### src/rtl/fp_pkg.sv
// rtl/fp_pkg.sv - shared types and constants for the sequential FP multiplier
package fp_pkg;

  typedef enum logic [1:0] {
    S_IDLE = 2'd0,
    S_MUL  = 2'd1,
    S_NORM = 2'd2,
    S_DONE = 2'd3
  } state_t;

  // Result flag encoding {of, uf}; the two bits are never set together.
  localparam logic [1:0] FLAG_NONE = 2'b00;
  localparam logic [1:0] FLAG_UF   = 2'b01;
  localparam logic [1:0] FLAG_OF   = 2'b10;

  function automatic int bias_of(input int exp_w);
    return (1 << (exp_w - 1)) - 1;
  endfunction

endpackage

### src/rtl/fp_shift_add_mul.sv
// rtl/fp_shift_add_mul.sv - iterative unsigned shift-add multiplier, one partial product per cycle
module fp_shift_add_mul #(
  parameter int N = 7
) (
  input  logic           clk,
  input  logic           rst_n,
  input  logic           start,
  input  logic [N-1:0]   a,
  input  logic [N-1:0]   b,
  output logic [2*N-1:0] product,
  output logic           done
);

  localparam int CW = $clog2(N + 1);

  logic [2*N-1:0] mcand;
  logic [2*N-1:0] acc;
  logic [N-1:0]   mplier;
  logic [CW-1:0]  cnt;
  logic           busy;

  // done is registered so it pulses on the cycle after the last partial product.
  always_ff @(posedge clk or negedge rst_n) begin
    if (!rst_n) begin
      mcand  <= '0;
      acc    <= '0;
      mplier <= '0;
      cnt    <= '0;
      busy   <= 1'b0;
      done   <= 1'b0;
    end else begin
      done <= 1'b0;
      if (start) begin
        mcand  <= {{N{1'b0}}, a};
        mplier <= b;
        acc    <= '0;
        cnt    <= '0;
        busy   <= 1'b1;
      end else if (busy) begin
        if (mplier[0]) acc <= acc + mcand;
        mcand  <= mcand << 1;
        mplier <= mplier >> 1;
        cnt    <= cnt + 1'b1;
        if (cnt == CW'(N - 1)) begin
          busy <= 1'b0;
          done <= 1'b1;
        end
      end
    end
  end

  assign product = acc;

endmodule

### src/rtl/fp_mul_seq.sv
// rtl/fp_mul_seq.sv - sequential floating-point multiplier with valid/ready handshakes
module fp_mul_seq
  import fp_pkg::*;
#(
  parameter int EXP_W = 5,
  parameter int MAN_W = 6,
  parameter int W     = 1 + EXP_W + MAN_W
) (
  input  logic         clk,
  input  logic         rst_n,
  input  logic         in_valid,
  output logic         in_ready,
  input  logic [W-1:0] x,
  input  logic [W-1:0] y,
  output logic         out_valid,
  input  logic         out_ready,
  output logic [W-1:0] z,
  output logic         of,
  output logic         uf
);

  localparam int N  = MAN_W + 1;
  localparam int PW = 2 * N;
  localparam logic signed [EXP_W+1:0] BIAS_E = (EXP_W + 2)'(bias_of(EXP_W));
  localparam logic signed [EXP_W+1:0] E_MAX  = (EXP_W + 2)'((1 << EXP_W) - 1);

  state_t state, state_nxt;

  logic             sign_r;
  logic [EXP_W-1:0] ex_r, ey_r;
  logic [W-1:0]     z_r;
  logic [1:0]       flags_r;

  logic             start;
  logic [N-1:0]     sig_x, sig_y;
  logic [PW-1:0]    prod;
  logic             mul_done;

  logic                    hi;
  logic [MAN_W-1:0]        man;
  logic signed [EXP_W+1:0] e_sum;
  logic                    zero_op;
  logic [W-1:0]            res_z;
  logic [1:0]              res_flags;

  assign start = (state == S_IDLE) && in_valid;
  // Hidden bit is zero for a zero-exponent operand; the multiply still runs so latency is fixed.
  assign sig_x = {x[W-2 -: EXP_W] != '0, x[MAN_W-1:0]};
  assign sig_y = {y[W-2 -: EXP_W] != '0, y[MAN_W-1:0]};

  fp_shift_add_mul #(.N(N)) u_mul (
    .clk     (clk),
    .rst_n   (rst_n),
    .start   (start),
    .a       (sig_x),
    .b       (sig_y),
    .product (prod),
    .done    (mul_done)
  );

  always_comb begin
    state_nxt = state;
    case (state)
      S_IDLE: if (in_valid) state_nxt = S_MUL;
      S_MUL:  if (mul_done) state_nxt = S_NORM;
      S_NORM: state_nxt = S_DONE;
      S_DONE: if (out_ready) state_nxt = S_IDLE;
      default: state_nxt = S_IDLE;
    endcase
  end

  always_comb begin
    hi      = prod[PW-1];
    man     = hi ? prod[2*MAN_W -: MAN_W] : prod[2*MAN_W-1 -: MAN_W];
    e_sum   = $signed({2'b00, ex_r}) + $signed({2'b00, ey_r}) - BIAS_E
            + $signed({{(EXP_W + 1){1'b0}}, hi});
    zero_op = (ex_r == '0) || (ey_r == '0);
    res_z     = {sign_r, {(W - 1){1'b0}}};
    res_flags = FLAG_NONE;
    if (zero_op) begin
      res_flags = FLAG_NONE;
    end else if (e_sum >= E_MAX) begin
      res_z     = {sign_r, {EXP_W{1'b1}}, {MAN_W{1'b0}}};
      res_flags = FLAG_OF;
    end else if (e_sum[EXP_W+1] || (e_sum == '0)) begin
      res_flags = FLAG_UF;
    end else begin
      res_z = {sign_r, e_sum[EXP_W-1:0], man};
    end
  end

  always_ff @(posedge clk or negedge rst_n) begin
    if (!rst_n) begin
      state   <= S_IDLE;
      sign_r  <= 1'b0;
      ex_r    <= '0;
      ey_r    <= '0;
      z_r     <= '0;
      flags_r <= FLAG_NONE;
    end else begin
      state <= state_nxt;
      if (start) begin
        sign_r <= x[W-1] ^ y[W-1];
        ex_r   <= x[W-2 -: EXP_W];
        ey_r   <= y[W-2 -: EXP_W];
      end
      if (state == S_NORM) begin
        z_r     <= res_z;
        flags_r <= res_flags;
      end
    end
  end

  assign in_ready  = (state == S_IDLE);
  assign out_valid = (state == S_DONE);
  assign z         = z_r;
  assign of        = (flags_r == FLAG_OF);
  assign uf        = (flags_r == FLAG_UF);

endmodule

### config.mk
export PLATFORM = sky130hd
export DESIGN_NAME = fp_mul_seq
export DESIGN_NICKNAME = d
export VERILOG_FILES = /design/src/rtl/fp_pkg.sv /design/src/rtl/fp_shift_add_mul.sv /design/src/rtl/fp_mul_seq.sv
export SDC_FILE = /design/constraint.sdc
export NUM_CORES = 1
export LEC_CHECK = 0
export ABC_AREA = 1
export CAP_MARGIN = 20
export CORE_MARGIN = 2
export CORE_UTILIZATION = 55
export CTS_CLUSTER_SIZE = 20
export DETAILED_ROUTE_END_ITERATION = 10
export GPL_ROUTABILITY_DRIVEN = 0
export HOLD_SLACK_MARGIN = 0.06
export PLACE_DENSITY = 0.8
export SLEW_MARGIN = 20
export SYNTH_ARGS = -nofsm -noshare
export SYNTH_HDL_FRONTEND = slang
export SYNTH_SLANG_ARGS = --single-unit
### constraint.sdc
create_clock -name clk -period 3.55 [get_ports clk]
set_clock_uncertainty 0.15 [all_clocks]
set_input_delay 0.8875 -clock clk [delete_from_list [all_inputs] [get_ports clk]]
set_output_delay 0.8875 -clock clk [all_outputs]
set_load 0.02 [all_outputs]
==> results of run 1 <==
-- state kept, by name, summed over array words and instances, names as in the netlist --
| signal | flops |
|---|---|
| u_mul.product | 14 |
| sign_r | 1 |
| u_mul.cnt | 3 |
| state | 2 |
| u_mul.mplier | 7 |
| u_mul.busy | 1 |
| u_mul.mcand | 14 |
| ey_r | 5 |
| flags_r | 2 |
| u_mul.done | 1 |
| ex_r | 5 |
| z | 12 |
-- synth_stat cells (all sizes together) --
master,instances,share of area (%)
o311ai,1,0.22
xor2,2,0.44
nor4,1,0.16
ha,29,9.1
buf,6,0.75
clkinv,1,0.094
dfrtp,67,42
nand4,9,1.4
mux2i,2,0.50
nand2,122,12
nand3,46,6.2
a21oi,20,2.5
a21o,1,0.19
o21ai,54,6.8
nor2,51,5.2
nor3,1,0.25
o22ai,4,0.62
o21bai,8,1.6
inv,68,6.4
a22o,2,0.44
a211oi,1,0.19
nand3b,1,0.19
o211ai,4,0.75
clkbuf,6,0.56
a31oi,2,0.31
fa,2,1.0
xnor2,2,0.44
-- per-layer routing --
metal / global-route usage [%] / share of wire, % / up-vias
met5: 0 / 0 / -
met4: 8.412 / 1.9 / 0
met1: 29.95 / 44 / 1613
met2: 41.62 / 50 / 98
met3: 3.970 / 3.8 / 14
li1: - / - / 1777
-- worst max path at each step --
stage / endpoint / slack (ns) / cells after the start
global placement: u_mul.product[0] / 0.93 / 6
CTS: in_ready / 0.82 / 3
detailed placement: z[3] / 0.84 / 11
finish: in_ready / 0.82 / 3
floorplan: z[0] / 1.10 / 12
global route: z[0] / 0.59 / 11
-- logic make-up (layout without fill, tap and decap cells) --
kind of cell	count (synthesis)	in the layout	share of synthesized area (%)
DFF	67	67	41.86
xor gates and xnor gates	4	4	0.8749
and+or+nand+nor	231	231	25.27
adders and majority gates	31	31	10.06
buffers and inverters	81	131	7.779
AOI/OAI and AO/OA	97	97	13.65
muxes	2	2	0.4999
-- final cells by class --
| class | instances | area (µm²) |
|---|---|---|
| fill | 630 | 2371 |
| multi-input combinational | 365 | 2017 |
| sequential | 67 | 1677 |
| timing repair buffer | 46 | 447.9 |
| inverter | 69 | 259.0 |
| clock buffer | 10 | 127.6 |
| tap | 99 | 123.9 |
| clock inverter | 6 | 113.9 |
-- worst min-delay path, stage by stage (launching register included) --
cell and delay (ns):
dfrtp_1 0.35, nand2_1 0.06, nand2_1 0.05
-- power by group --
part	leakage, nW	switching [mW]	internal [mW]	total, mW
combinational	1.43	1.70	1.02	2.72
clock	0.113	0.296	0.468	0.764
sequential	0.844	0.259	1.11	1.37
==> flow_summary_export.csv, run 1 <==
group,metric,value,unit
finish,final_cells,662,
route,viasPerCell,5.290,
global_routing,grt_pass1_wl,14740,µm
floorplan,rows,31,
floorplan,die_x,89.34,µm
floorplan,coreArea,7137,µm²
floorplan,start_util,56.12,%
clock_tree,root_buffer,"clkbuf_8",
finish,antenna_cells,0,
placed_design,numPortBuffers,43,
worst_hold_path,min_to,"z[11]",
flow_run,maxCapViolations,0,
setup_path,critPathMaxFanout,4,
clock_tree,clk_pin_slew,0.08,ns
placed_design,place_inst,646,
clock_tree,cts_buffers,9,
route,post_drt_wl_per_cell,13.18,µm
setup_path,critPathMaxStageDelay,0.63,ns
synthesis,seq_area_frac_synth,41.86,%
route,drt-initial-drc-count,294,
finish,final_common_cell,"nand2_1",
global_routing,grt_usage,23.88,%
sta,max_slew_margin,54.28,%
clock_tree,cts_tree,"built",
pwr,leakage,2.382,nW
sta,drv_slew,0,
synthesis,syn_avg_cell_area,7.807,µm²
synthesis,synth_cell_types,35,
floorplan,die_h,89.34,µm
setup_path,critPathCaptureType,"output port",
setup_path,path_buf_inv,2,
floorplan,pin_count,44,
clock_tree,postCtsSetupRepairBufs,0,
setup_path,reg2reg_to,"z[3]",
setup_path,crit_slowest_cell,"clkdlybuf4s50_1",
synthesis,ys_warn_count,0,
setup_path,crit_chain,"inv_1, ha_1, clkdlybuf4s50_1",
sta,min_period_over_period,76.90,%
worst_hold_path,hold_depth,2,
run_status,status,"completed",
setup_path,crit_family,"buffers and inverters",
setup_path,crit_arrival,1.69,ns
clock_tree,cts.sinks,67,
route,drt-pass1-iter-count,5,
sta,period_minus_slack,2.730,ns
sta,tightestPinTransition,0.6857,ns
setup_path,critPathLaunchType,"flip-flop",
pwr,vdd.ir_drop.worst,0.5146,mV
global_routing,antenna_found_initial,0,
clock_tree,clock_latency,0.35,ns
clock_tree,ctsResizeCount,0,
sta,timing.final.hold_violations,0,
pwr,total_power,4.850,mW
setup_path,cp-startpoint,"state[0]",
finish,layout-drive-gt1-share,6.039,%
pwr,cellPowerDensity,1018,nW/µm²
finish,finish.utilization,66.78,%
route,drcViolationCount,0,
global_routing,grt_max_degree,42,
worst_hold_path,hold_class,"flip-flop to flip-flop",
floorplan,dieArea,7981,µm²
route,detail-route-antenna-nets,0,
worst_hold_path,hold_start,"z[11]",
setup_path,r2r_cells,11,
clock_tree,clk_path_buf_depth,2,
finish,finalInstanceArea,4766,µm²
finish,num-nets-final,617,
sta,fmax,0.3663,GHz
setup_path,worstReg2RegStart,"u_mul.product[13]",
synthesis,syn-num-nets,572,
setup_path,crit_required,2.51,ns
sta,finalSetupViolations,0,
sta,setup_tns,0,ns
clock_tree,htree_levels,3,
sta,rsz0062_at_grt,"no",
synthesis,netlist_area,4005,µm²
route,vias,3502,
route,routed_wl,8728,µm
sta,setup_ws,0.8202,ns
placed_design,place_ws,0.8449,ns
synthesis,synth_seq_cells,67,
placed_design,place_area,4524,µm²
global_routing,grt_pass1_vias,3338,
placed_design,hpwl,6517,µm
setup_path,reg2reg_slack,0.84,ns
clock_tree,ctsHoldBuffers,0,
sta,hold_ws,0.3317,ns
synthesis,syn_inst,513,
setup_path,criticalPathCategory,"flip-flop to output port",
finish,area_growth,18.99,%
global_routing,grt_overflow,0,
finish,layout_common_cells,"nand2_1, inv_1, dfrtp_1",
Note: power is estimated with default switching activity, not from simulation.
==> run 2, diff against run 1 <==
Clock period 3.55 ns to 2.7 ns, I/O delays scaled along.
==> flow_summary_export.csv, run 2 (synthesis gave the netlist of run 1 again) <==
group,metric,value,unit
run_status,status,"completed",
floorplan,die_x,89.34,µm
finish,finalInstanceArea,4762,µm²
placed_design,place_inst,649,
floorplan,die_h,89.34,µm
global_routing,grt_overflow,0,
finish,multiInputGateArea,2017,µm²
pwr,total_power,6.269,mW
finish,antenna_cells,0,
finish,final_common_cell,"nand2_1",
floorplan,start_util,56.12,%
finish,final_cells,665,
clock_tree,ctsHoldBuffers,0,
finish,area_growth,18.90,%
sta,drv_slew,0,
global_routing,grt_usage,23.85,%
sta,min_period_over_period,93.27,%
sta,timing.final.hold_violations,0,
sta,period_minus_slack,2.518,ns
clock_tree,clk_pin_slew,0.07,ns
finish,regArea,1677,µm²
clock_tree,clock_latency,0.34,ns
route,drt-pass1-iter-count,5,
setup_path,critPathMaxStageDelay,0.63,ns
clock_tree,cts.sinks,67,
placed_design,place_area,4559,µm²
route,post_drt_wl_per_cell,13.16,µm
placed_design,place_ws,0.2467,ns
setup_path,crit_slowest_cell,"clkdlybuf4s50_1",
route,drt-initial-drc-count,196,
route,vias,3552,
finish,fillers,617,
setup_path,crit_required,1.88,ns
sta,tightestPinTransition,0.7159,ns
setup_path,critPathCaptureType,"output port",
global_routing,antenna_found_initial,0,
sta,hold_ws,0.1609,ns
sta,setup_tns,0,ns
floorplan,coreArea,7137,µm²
clock_tree,cts_buffers,9,
sta,rsz0062_at_grt,"no",
global_routing,grt_pass1_vias,3445,
clock_tree,postCtsSetupRepairBufs,0,
route,routed_wl,8753,µm
setup_path,criticalPathCategory,"flip-flop to output port",
clock_tree,clk_path_buf_depth,2,
pwr,leakage,2.392,nW
global_routing,grt_pass1_wl,14810,µm
clock_tree,root_buffer,"clkbuf_8",
sta,max_slew_margin,52.27,%
pwr,cellPowerDensity,1316,nW/µm²
worst_hold_path,hold_class,"input port to async pin",
pwr,vdd.ir_drop.worst,0.7656,mV
sta,fmax,0.3971,GHz
route,viasPerCell,5.341,
setup_path,path_buf_inv,2,
route,detail-route-antenna-nets,0,
route,drcViolationCount,0,
setup_path,crit_arrival,1.69,ns
placed_design,numPortBuffers,43,
floorplan,rows,31,
global_routing,grt_max_degree,46,
clock_tree,cts_tree,"built",
setup_path,critPathLaunchType,"flip-flop",
setup_path,crit_family,"buffers and inverters",
setup_path,crit_chain,"inv_1, ha_1, clkdlybuf4s50_1",
placed_design,hpwl,6628,µm
setup_path,critPathMaxFanout,4,
flow_run,maxCapViolations,0,
clock_tree,ctsResizeCount,0,
sta,setup_ws,0.1816,ns
finish,finish.utilization,66.73,%
finish,num-nets-final,620,
finish,layout_common_cells,"nand2_1, inv_1, dfrtp_1",
clock_tree,htree_levels,3,
finish,layout-drive-gt1-share,6.714,%
floorplan,dieArea,7981,µm²
floorplan,pin_count,44,
sta,finalSetupViolations,0,
-- run 2: worst reg2reg max path, cell delays in order, from the launching register on --
cell	delay [ns]
dfrtp_1	0.35
inv_1	0.08
ha_1	0.27
inv_1	0.04
ha_1	0.21
fa_1	0.41
xnor2_1	0.27
nand3_1	0.12
nor2_1	0.15
nand3_2	0.09
nand2_2	0.14
o21bai_1	0.09
-- run 2: worst paths after layout --
path                                    from          endpoint  slack (ns)  depth (start not counted)
setup / recovery                    state[1]          in_ready        0.18                          3
hold / removal                         rst_n  u_mul.product[3]        0.16                          1
setup reg to reg           u_mul.product[13]              z[5]        0.22                         11
hold reg to reg                        z[10]             z[10]        0.33                          2
max in group asynchronous              rst_n    u_mul.mcand[5]        1.60                          2
min in group clk                       z[10]             z[10]        0.33                          2
-- run 2: report_power, final --
group | internal, mW | switching, mW | total (mW)
Clock | 0.451 | 0.400 | 0.852
Sequential | 1.46 | 0.333 | 1.79
Combinational | 1.37 | 2.26 | 3.62
Total | 3.28 | 2.99 | 6.27
-- run 2: cell type report --
class | instances | area share, %
clock buffer | 10 | 2.890
clock inverter | 6 | 1.366
inverter | 69 | 5.439
multi-input combinational | 365 | 42.35
sequential | 67 | 35.21
tap | 99 | 2.601
timing repair buffer | 49 | 10.14
-- run 2: layer usage --
layer	global-route usage (%)	up-vias	part of all wire, %
li1	-	1782	-
met5	0	-	0
met3	4.340	22	4.0
met2	41.41	92	50
met4	10.04	0	2.2
met1	29.09	1656	44
==> run 3, diff against run 2 <==
Settings changed: MAX_ROUTING_LAYER set to met4.
==> flow_summary_export.csv, run 3 (synthesis gave the netlist of run 1 again) <==
group,metric,value,unit
setup_path,worstReg2RegStart,"u_mul.product[13]",
setup_path,reg2reg_to,"z[5]",
setup_path,crit_arrival,1.69,ns
sta,rsz0062_at_grt,"no",
route,drcViolationCount,0,
sta,finalSetupViolations,0,
setup_path,cp-startpoint,"state[1]",
clock_tree,ctsResizeCount,0,
setup_path,critPathCaptureType,"output port",
setup_path,critPathLaunchType,"flip-flop",
route,vias,3567,
sta,setup_tns,0,ns
flow_run,maxCapViolations,0,
route,post_drt_wl_per_cell,13.26,µm
setup_path,reg2reg_slack,0.23,ns
finish,layout-drive-gt1-share,6.714,%
placed_design,hpwl,6628,µm
floorplan,dieArea,7981,µm²
finish,antenna_cells,0,
sta,setup_ws,0.1812,ns
global_routing,grt_overflow,0,
clock_tree,root_buffer,"clkbuf_8",
sta,period_minus_slack,2.519,ns
sta,drv_slew,0,
floorplan,start_util,56.12,%
run_status,status,"completed",
floorplan,die_h,89.34,µm
sta,tightestPinTransition,0.7251,ns
sta,fmax,0.3970,GHz
route,detail-route-antenna-nets,0,
clock_tree,htree_levels,3,
pwr,vdd.ir_drop.worst,0.7690,mV
sta,timing.final.hold_violations,0,
finish,num-nets-final,620,
floorplan,pin_count,44,
clock_tree,cts.sinks,67,
clock_tree,clk_pin_slew,0.07,ns
setup_path,critPathMaxFanout,4,
global_routing,grt_pass1_vias,3452,
clock_tree,postCtsSetupRepairBufs,0,
sta,max_slew_margin,51.66,%
global_routing,grt_pass1_wl,14800,µm
setup_path,criticalPathCategory,"flip-flop to output port",
finish,area_growth,18.90,%
finish,layout_common_cells,"nand2_1, inv_1, dfrtp_1",
route,routed_wl,8820,µm
clock_tree,ctsHoldBuffers,0,
placed_design,numPortBuffers,43,
route,drt-initial-drc-count,180,
floorplan,die_x,89.34,µm
sta,min_period_over_period,93.29,%
setup_path,crit_required,1.88,ns
pwr,leakage,2.392,nW
global_routing,grt_max_degree,46,
pwr,cellPowerDensity,1318,nW/µm²
setup_path,crit_slowest_cell,"clkdlybuf4s50_1",
setup_path,crit_chain,"inv_1, ha_1, clkdlybuf4s50_1",
floorplan,rows,31,
route,viasPerCell,5.364,
clock_tree,cts_buffers,9,
worst_hold_path,hold_class,"input port to async pin",
clock_tree,cts_tree,"built",
clock_tree,clk_path_buf_depth,2,
route,drt-pass1-iter-count,4,
global_routing,grt_usage,24.54,%
floorplan,coreArea,7137,µm²
setup_path,critPathMaxStageDelay,0.63,ns
finish,final_common_cell,"nand2_1",
placed_design,place_ws,0.2467,ns
finish,fillers,617,
clock_tree,clock_latency,0.34,ns
setup_path,r2r_cells,11,
global_routing,antenna_found_initial,0,
## run 3: cell counts in the layout (fill, tap and decap cells not counted)
No cell type changed its count.
## run 3: cell type report
| type | instances | area (µm²) | share of cell area [%] |
|---|---|---|---|
| Tap cell | 99 | 123.9 | 2.601 |
| Clock inverter | 6 | 65.06 | 1.366 |
| Timing Repair Buffer | 49 | 483.0 | 10.14 |
| Sequential cell | 67 | 1677 | 35.21 |
| Clock buffer | 10 | 137.6 | 2.890 |
| Multi-Input combinational cell | 365 | 2017 | 42.35 |
| Inverter | 69 | 259.0 | 5.439 |
## run 3: per-layer routing
| metal | GRT usage, % | vias up | routed length [µm] |
|---|---|---|---|
| met3 | 3.970 | 22 | 346 |
| li1 | - | 1786 | - |
| met1 | 29.26 | 1658 | 3853 |
| met5 | - | - | 0 |
| met2 | 41.35 | 101 | 4433 |
| met4 | 10.04 | 0 | 186 |
## run 3: how the worst max path moves through the flow
stage	end	slack, ns
final	in_ready	0.18
after global routing	flags_r[0]	0.07
after CTS	in_ready	0.16
after detailed placement	z[1]	0.25
after global placement	z[1]	0.34
after floorplan	z[0]	0.25
## run 3: power by group
| group | switching, mW | internal (mW) |
|---|---|---|
| Sequential | 0.333 | 1.46 |
| Combinational | 2.27 | 1.37 |
| Clock | 0.400 | 0.451 |
## run 3: through the flow
step | hold WS [ns] | util (%) | total power, mW | cells | cell area [µm²]
6_report | 0.1631 | 66.73 | 6.277 | 665 | 4762
5_1_grt | 0.2044 | 66.73 | 6.892 | 665 | 4762
4_1_cts | 0.1734 | 66.73 | 6.276 | 665 | 4762
3_5_place_dp | 0.3168 | 63.89 | 5.395 | 649 | 4559
3_3_place_gp | 0.3107 | 63.89 | 5.252 | 649 | 4559
2_1_floorplan | 0.2294 | - | 4.454 | 513 | 4005
## run 3: critical path, delay by kind of cell, from the launching register on
kind	cells	cell delay, ns
buffers and inverters	2	0.73
DFF	1	0.40
adders and majority gates	1	0.22
